[config.mk]
export PLATFORM = sky130hd
export DESIGN_NAME = alu_exec
export DESIGN_NICKNAME = d
export VERILOG_FILES = /design/src/rtl/alu_exec.sv
export SDC_FILE = /design/constraint.sdc
export NUM_CORES = 1
export LEC_CHECK = 0
export BUFFER_PORTS_ARGS = -buffer_cell sky130_fd_sc_hd__buf_2
export CAP_MARGIN = 40
export CORE_MARGIN = 2
export CORE_UTILIZATION = 36
export CTS_BUF_LIST = sky130_fd_sc_hd__clkbuf_4
export DETAILED_ROUTE_END_ITERATION = 8
export GPL_ROUTABILITY_DRIVEN = 1
export PLACE_DENSITY_LB_ADDON = 0.05
export SLEW_MARGIN = 25
export SYNTH_ARGS = -nofsm -noshare
export SYNTH_HDL_FRONTEND = slang
export SYNTH_SLANG_ARGS = --single-unit
[constraint.sdc]
create_clock -name clk -period 10.65 [get_ports clk]
set_input_delay 2.13 -clock clk [delete_from_list [all_inputs] [get_ports clk]]
set_output_delay 2.13 -clock clk [all_outputs]
set_load 0.02 [all_outputs]
[src/rtl/alu_exec.sv]
// alu_exec: 16-bit execute unit. Simple ops complete on the start edge;
// MUL/DIVU/REMU run a 16-step iterative engine and finish with a done pulse.
//
// state | meaning
// ------+-----------------------------------------------------------
// IDLE  | waiting for start; simple ops complete on the accepting edge
// RUN   | iterative op in progress, one step per edge, count 0..15
module alu_exec (
  input  logic        clk,
  input  logic        rst_n,
  input  logic        start,
  input  logic [3:0]  aluOp,
  input  logic [15:0] rs1Value,
  input  logic [15:0] rs2Value,
  output logic [15:0] result,
  output logic        zeroFlag,
  output logic        carryFlag,
  output logic        busy,
  output logic        done
);

  localparam logic [3:0] OP_ADD  = 4'h0;
  localparam logic [3:0] OP_SUB  = 4'h1;
  localparam logic [3:0] OP_AND  = 4'h2;
  localparam logic [3:0] OP_OR   = 4'h3;
  localparam logic [3:0] OP_XOR  = 4'h4;
  localparam logic [3:0] OP_SLL  = 4'h5;
  localparam logic [3:0] OP_SRL  = 4'h6;
  localparam logic [3:0] OP_SRA  = 4'h7;
  localparam logic [3:0] OP_SLT  = 4'h8;
  localparam logic [3:0] OP_SLTU = 4'h9;
  localparam logic [3:0] OP_MUL  = 4'hA;
  localparam logic [3:0] OP_DIVU = 4'hB;
  localparam logic [3:0] OP_REMU = 4'hC;

  typedef enum logic {IDLE = 1'b0, RUN = 1'b1} state_t;

  state_t      state, state_nxt;
  logic [3:0]  count;
  logic [3:0]  op_q;
  logic [15:0] a_q;    // MUL: shifting multiplicand; DIV: dividend in, quotient out
  logic [15:0] b_q;    // MUL: shifting multiplier;   DIV: divisor
  logic [15:0] acc_q;  // MUL: partial product;       DIV: partial remainder

  logic        accept;
  logic        finish;
  logic        is_iter;

  logic [15:0] simple_res;
  logic        simple_carry;
  logic        simple_zero;
  logic [16:0] sum17;

  logic [15:0] mul_acc_nxt;
  logic [16:0] rem_sh;
  logic [16:0] rem_diff;
  logic        sub_ok;
  logic [15:0] rem_nxt;
  logic [15:0] quo_nxt;
  logic [15:0] iter_res;

  assign is_iter = (aluOp == OP_MUL) || (aluOp == OP_DIVU) || (aluOp == OP_REMU);

  // State register
  always_ff @(posedge clk) begin
    if (!rst_n) state <= IDLE;
    else        state <= state_nxt;
  end

  // Next-state logic
  always_comb begin
    state_nxt = state;
    case (state)
      IDLE: if (start && is_iter) state_nxt = RUN;
      RUN:  if (count == 4'd15)   state_nxt = IDLE;
      default: state_nxt = IDLE;
    endcase
  end

  // FSM outputs and strobes
  always_comb begin
    busy   = (state == RUN);
    accept = (state == IDLE) && start;
    finish = (state == RUN) && (count == 4'd15);
  end

  // Single-cycle operations, evaluated straight from the live operands
  always_comb begin
    sum17        = {1'b0, rs1Value} + {1'b0, rs2Value};
    simple_res   = 16'h0000;
    simple_carry = 1'b0;
    case (aluOp)
      OP_ADD:  begin simple_res = sum17[15:0]; simple_carry = sum17[16]; end
      OP_SUB:  begin simple_res = rs1Value - rs2Value; simple_carry = (rs1Value < rs2Value); end
      OP_AND:  simple_res = rs1Value & rs2Value;
      OP_OR:   simple_res = rs1Value | rs2Value;
      OP_XOR:  simple_res = rs1Value ^ rs2Value;
      OP_SLL:  simple_res = rs1Value << rs2Value[3:0];
      OP_SRL:  simple_res = rs1Value >> rs2Value[3:0];
      OP_SRA:  simple_res = $unsigned($signed(rs1Value) >>> rs2Value[3:0]);
      OP_SLT:  simple_res = {15'd0, ($signed(rs1Value) < $signed(rs2Value))};
      OP_SLTU: simple_res = {15'd0, (rs1Value < rs2Value)};
      default: simple_res = 16'h0000;
    endcase
    // Reserved opcodes report all flags clear, including zero
    simple_zero = (aluOp <= OP_SLTU) && (simple_res == 16'h0000);
  end

  // One iteration of shift-add multiply and restoring divide
  always_comb begin
    mul_acc_nxt = acc_q + (b_q[0] ? a_q : 16'h0000);
    rem_sh      = {acc_q, a_q[15]};
    rem_diff    = rem_sh - {1'b0, b_q};
    sub_ok      = (rem_sh >= {1'b0, b_q});
    rem_nxt     = sub_ok ? rem_diff[15:0] : rem_sh[15:0];
    quo_nxt     = {a_q[14:0], sub_ok};
    case (op_q)
      OP_MUL:  iter_res = mul_acc_nxt;
      OP_DIVU: iter_res = quo_nxt;
      default: iter_res = rem_nxt;
    endcase
  end

  // Iteration datapath: operand latch on accept, one step per RUN edge
  always_ff @(posedge clk) begin
    if (!rst_n) begin
      count <= 4'd0;
      op_q  <= 4'd0;
      a_q   <= 16'd0;
      b_q   <= 16'd0;
      acc_q <= 16'd0;
    end else if (accept) begin
      count <= 4'd0;
      op_q  <= aluOp;
      a_q   <= rs1Value;
      b_q   <= rs2Value;
      acc_q <= 16'd0;
    end else if (state == RUN) begin
      count <= count + 4'd1;
      if (op_q == OP_MUL) begin
        acc_q <= mul_acc_nxt;
        a_q   <= a_q << 1;
        b_q   <= b_q >> 1;
      end else begin
        acc_q <= rem_nxt;
        a_q   <= quo_nxt;
      end
    end
  end

  // Architected result, flags and done pulse
  always_ff @(posedge clk) begin
    if (!rst_n) begin
      result    <= 16'd0;
      zeroFlag  <= 1'b0;
      carryFlag <= 1'b0;
      done      <= 1'b0;
    end else begin
      done <= 1'b0;
      if (finish) begin
        result    <= iter_res;
        zeroFlag  <= (iter_res == 16'h0000);
        carryFlag <= 1'b0;
        done      <= 1'b1;
      end else if (accept && !is_iter) begin
        result    <= simple_res;
        zeroFlag  <= simple_zero;
        carryFlag <= simple_carry;
        done      <= 1'b1;
      end
    end
  end

endmodule

==> results.sh <==
export IMPL_outcome="finished, final reports clean"
export IMPL_worst_hold_path_endpoint="op_q[3]"
export IMPL_worst_setup_path_type="in -> reg"
export IMPL_worst_hold_path_type="reg -> reg"
export IMPL_most_used_dff_post_synth="sky130_fd_sc_hd__dfxtp_1"
export IMPL_timing_final_setup_violations=0
export IMPL_seq_area_frac_synth_pct=15.7
export IMPL_post_cts_resize_count=0
export IMPL_dpl_hpwl_mm=30.5
export IMPL_reg2reg_to="zeroFlag"
export IMPL_crit_chain="buf_2 > inv_1 > ha_1 > nand2b_1 > a211oi_1 > o211ai_1 > a221o_1 > a2111oi_0 > nand3_1 > nor4_2 > nand4_1 > or4_1 > o32a_1 > o31ai_1"
export IMPL_avgSynthCellArea_sq_um=7.43
export IMPL_critical_path_top_delay_family="compound AO/OA/AOI/OAI gates"
export IMPL_io_buffer_count=58
export IMPL_drv_slew=0
export IMPL_detail_routed_net_length_per_standard_cell_um=23.9
export IMPL_maximum_number_of_pins_on_one_net_before_global_route_repair=65
export IMPL_post_cts_buffers=0
export IMPL_ir_drop_mv=0.0502
export IMPL_fin_worst_hold_slack_ps=473
export IMPL_grt_pass1_vias=9449
export IMPL_crit_arrival_ps=6740
export IMPL_depth_of_the_worst_register_to_register_path=13
export IMPL_ys_async_sr_fraction_pct=0
export IMPL_hold_viol=0
export IMPL_netlist_area_sq_um=9690
export IMPL_global_route_wire_length_before_repair_mm=59.3
export IMPL_layout_cells_most_common_list="sky130_fd_sc_hd__nor2_1, sky130_fd_sc_hd__a21oi_1, sky130_fd_sc_hd__nand2_1, sky130_fd_sc_hd__ha_1, sky130_fd_sc_hd__dfxtp_1"
export IMPL_maxClockFrequency_ghz=0.157
export IMPL_post_route_min_period_ps=6350
export IMPL_later_pin_clock_latency_in_the_skew_report_ps=460
export IMPL_avgViaCountPerCell=6.07
export IMPL_synth_ff_latch_count=76
export IMPL_hold_depth=2
export IMPL_critPathCaptureType="register"
export IMPL_gr_util_all_layers_pct=27.6
export IMPL_cp_slowest_stage_delay_ps=720
export IMPL_post_cts_hold_buffer_count=0
export IMPL_rr_startpoint="acc_q[5]"
export IMPL_final_antenna_net_count=0
export IMPL_placementRows=60
export IMPL_tritoncts_num_buffers=9
export IMPL_relSlewSlack_pct=43.0
export IMPL_overall_die_area_sq_um=28200
export IMPL_clockBufferDepth=2
export IMPL_worstHoldStart="op_q[3]"
export IMPL_floorplan_initialDensity_pct=36.4
export IMPL_cts_max_level=3
export IMPL_cts_sinks=76
export IMPL_grt_overflow=0
export IMPL_reg2reg_slack_ps=6460
export IMPL_detailedRoute_firstIterationViolations=925
export IMPL_fin_skew_ps=31.7
export IMPL_instances_no_fill=1651
export IMPL_critPathRequiredTime_ps=11040
export IMPL_placed_cells_incl_taps=1634
export IMPL_synth_nets=1431
export IMPL_finish_utilization_pct=39.1
export IMPL_power_leakage_uw=0.00438
export IMPL_placeableCoreArea_sq_um=26700
export IMPL_drt_pass1_iter_count=5
export IMPL_clockRootBuffer="sky130_fd_sc_hd__clkbuf_4"
export IMPL_final_layout_size_suffix_gt1_share_pct=11.5
export IMPL_most_common_cell_after_layout_fill_and_taps_aside="sky130_fd_sc_hd__nor2_1"
export IMPL_cts_tree="yes"
export IMPL_route_detailed_drc=0
export IMPL_rsz0062_at_grt="false"
export IMPL_io_pins=59
export IMPL_period_share_pct=59.6
export IMPL_die_height_um=168
export IMPL_clk_pin_slew_ps=150
export IMPL_critical_path_slowest_cell="sky130_fd_sc_hd__a2111oi_0"
export IMPL_grt_antenna_before_repair=3
export IMPL_critPathMaxFanout=36
export IMPL_worstSetupPathDepth=14
export IMPL_drv_max_cap_violation_count=0
export IMPL_buffers_plus_inverters_on_the_worst_setup_path=2
export IMPL_startpoint_type="primary input"
export IMPL_fp_dieW_um=168
export IMPL_final_stage_net_count=1431
export IMPL_power_density_nw_per_um2=93.8
export IMPL_count_of_different_cell_masters_after_synthesis=94
export IMPL_globalplace_congestion=0.933
export IMPL_synthesis_yosys_warnings=0
export IMPL_setup_tns_ps=0
export IMPL_wirelength_mm=39.5
export IMPL_synth_edf_count=0
export IMPL_area_growth_synth_to_final_pct=7.43
export IMPL_worst_slew_pin_transition_ps=833
export IMPL_route_vias_total=10000
export IMPL_syn_instance_count=1304
-- cells in the mapped netlist, drive strengths merged (16+ instances only) --
library cell	number	area [sq um]
ha	84	1050
buf	31	169
a221oi	16	140
and2	21	131
nand3	23	115
nor2b	22	138
nor2	171	642
a211oi	28	210
nor3	25	130
inv	67	251
xnor2	21	184
o211ai	27	203
dfxtp	76	1520
a21oi	108	544
o21ai	70	350
nand2	106	405
a21o	17	128
clkbuf	61	229
mux2i	57	574
mux4	17	387
-- cell type report --
type | count | area (sq um)
clock inverter | 6 | 95.1
clock buffer | 10 | 75.1
multi-input combinational | 1067 | 7530
sequential | 76 | 1520
timing repair buffer | 81 | 492
antenna | 1 | 2.50
fill | 2863 | 16200
tap | 341 | 427
inverter | 69 | 259
-- worst register-to-register path: cells and delay by family, from the launching register on --
family          cells  cell delay, ps
buf+inv             1             350
fa+ha+maj           1             340
simple gates        3             770
flops               1             480
compound gates      7            1810
mux                 1             390
-- registers in the layout, summed over array words and instances (netlist names), 4 cells and up --
signal and flops:
acc_q 16, result 16, count 4, b_q 16, op_q 4, a_q 16
-- worst max-delay path by stage --
stage | slack (ps) | from | to
2_1_floorplan | 4850 | rs2Value[2] | zeroFlag
3_3_place_gp | 3940 | rs2Value[2] | zeroFlag
3_5_place_dp | 3910 | rs2Value[2] | zeroFlag
4_1_cts | 4420 | rs2Value[2] | zeroFlag
5_1_grt | 3950 | rs2Value[2] | zeroFlag
6_report | 4300 | rs2Value[2] | zeroFlag
-- metal layers --
layer  share of wire [%]  wire, um  GRT usage (%)  up-vias
met5               0.033        13              0        -
met4                 4.9      1920           13.6        2
met3                 4.7      1870           3.20       70
met1                  45     17700           36.3     4836
met2                  46     18100           45.0      311
li1                    -         -              -     4796
-- power by group --
group          switching [uW]  leakage (uW)  internal [uW]
Clock                     117     0.0000916            100
Combinational             280       0.00367            163
Sequential               15.8      0.000623            301
Total                     413       0.00438            564
-- logic make-up (layout without fill, tap and decap cells) --
kind of cell,count (synthesis),in the layout,synth area share [%]
AOI/OAI and AO/OA,400,400,28.2
xor gates and xnor gates,34,34,3.07
adders and majority gates,88,88,11.7
buffers and inverters,161,166,6.78
DFF,76,76,15.7
muxes,87,87,11.4
other,0,1,0
and+or+nand+nor,458,458,23.1
-- through the flow --
stage	power [uW]	setup slack, ps	area (sq um)
2_1_floorplan	622	4850	9690
3_3_place_gp	759	3940	10200
6_report	977	4300	10400
4_1_cts	982	4420	10400
3_5_place_dp	760	3910	10200
5_1_grt	1040	3950	10400
(Power assumes the default switching activity.)
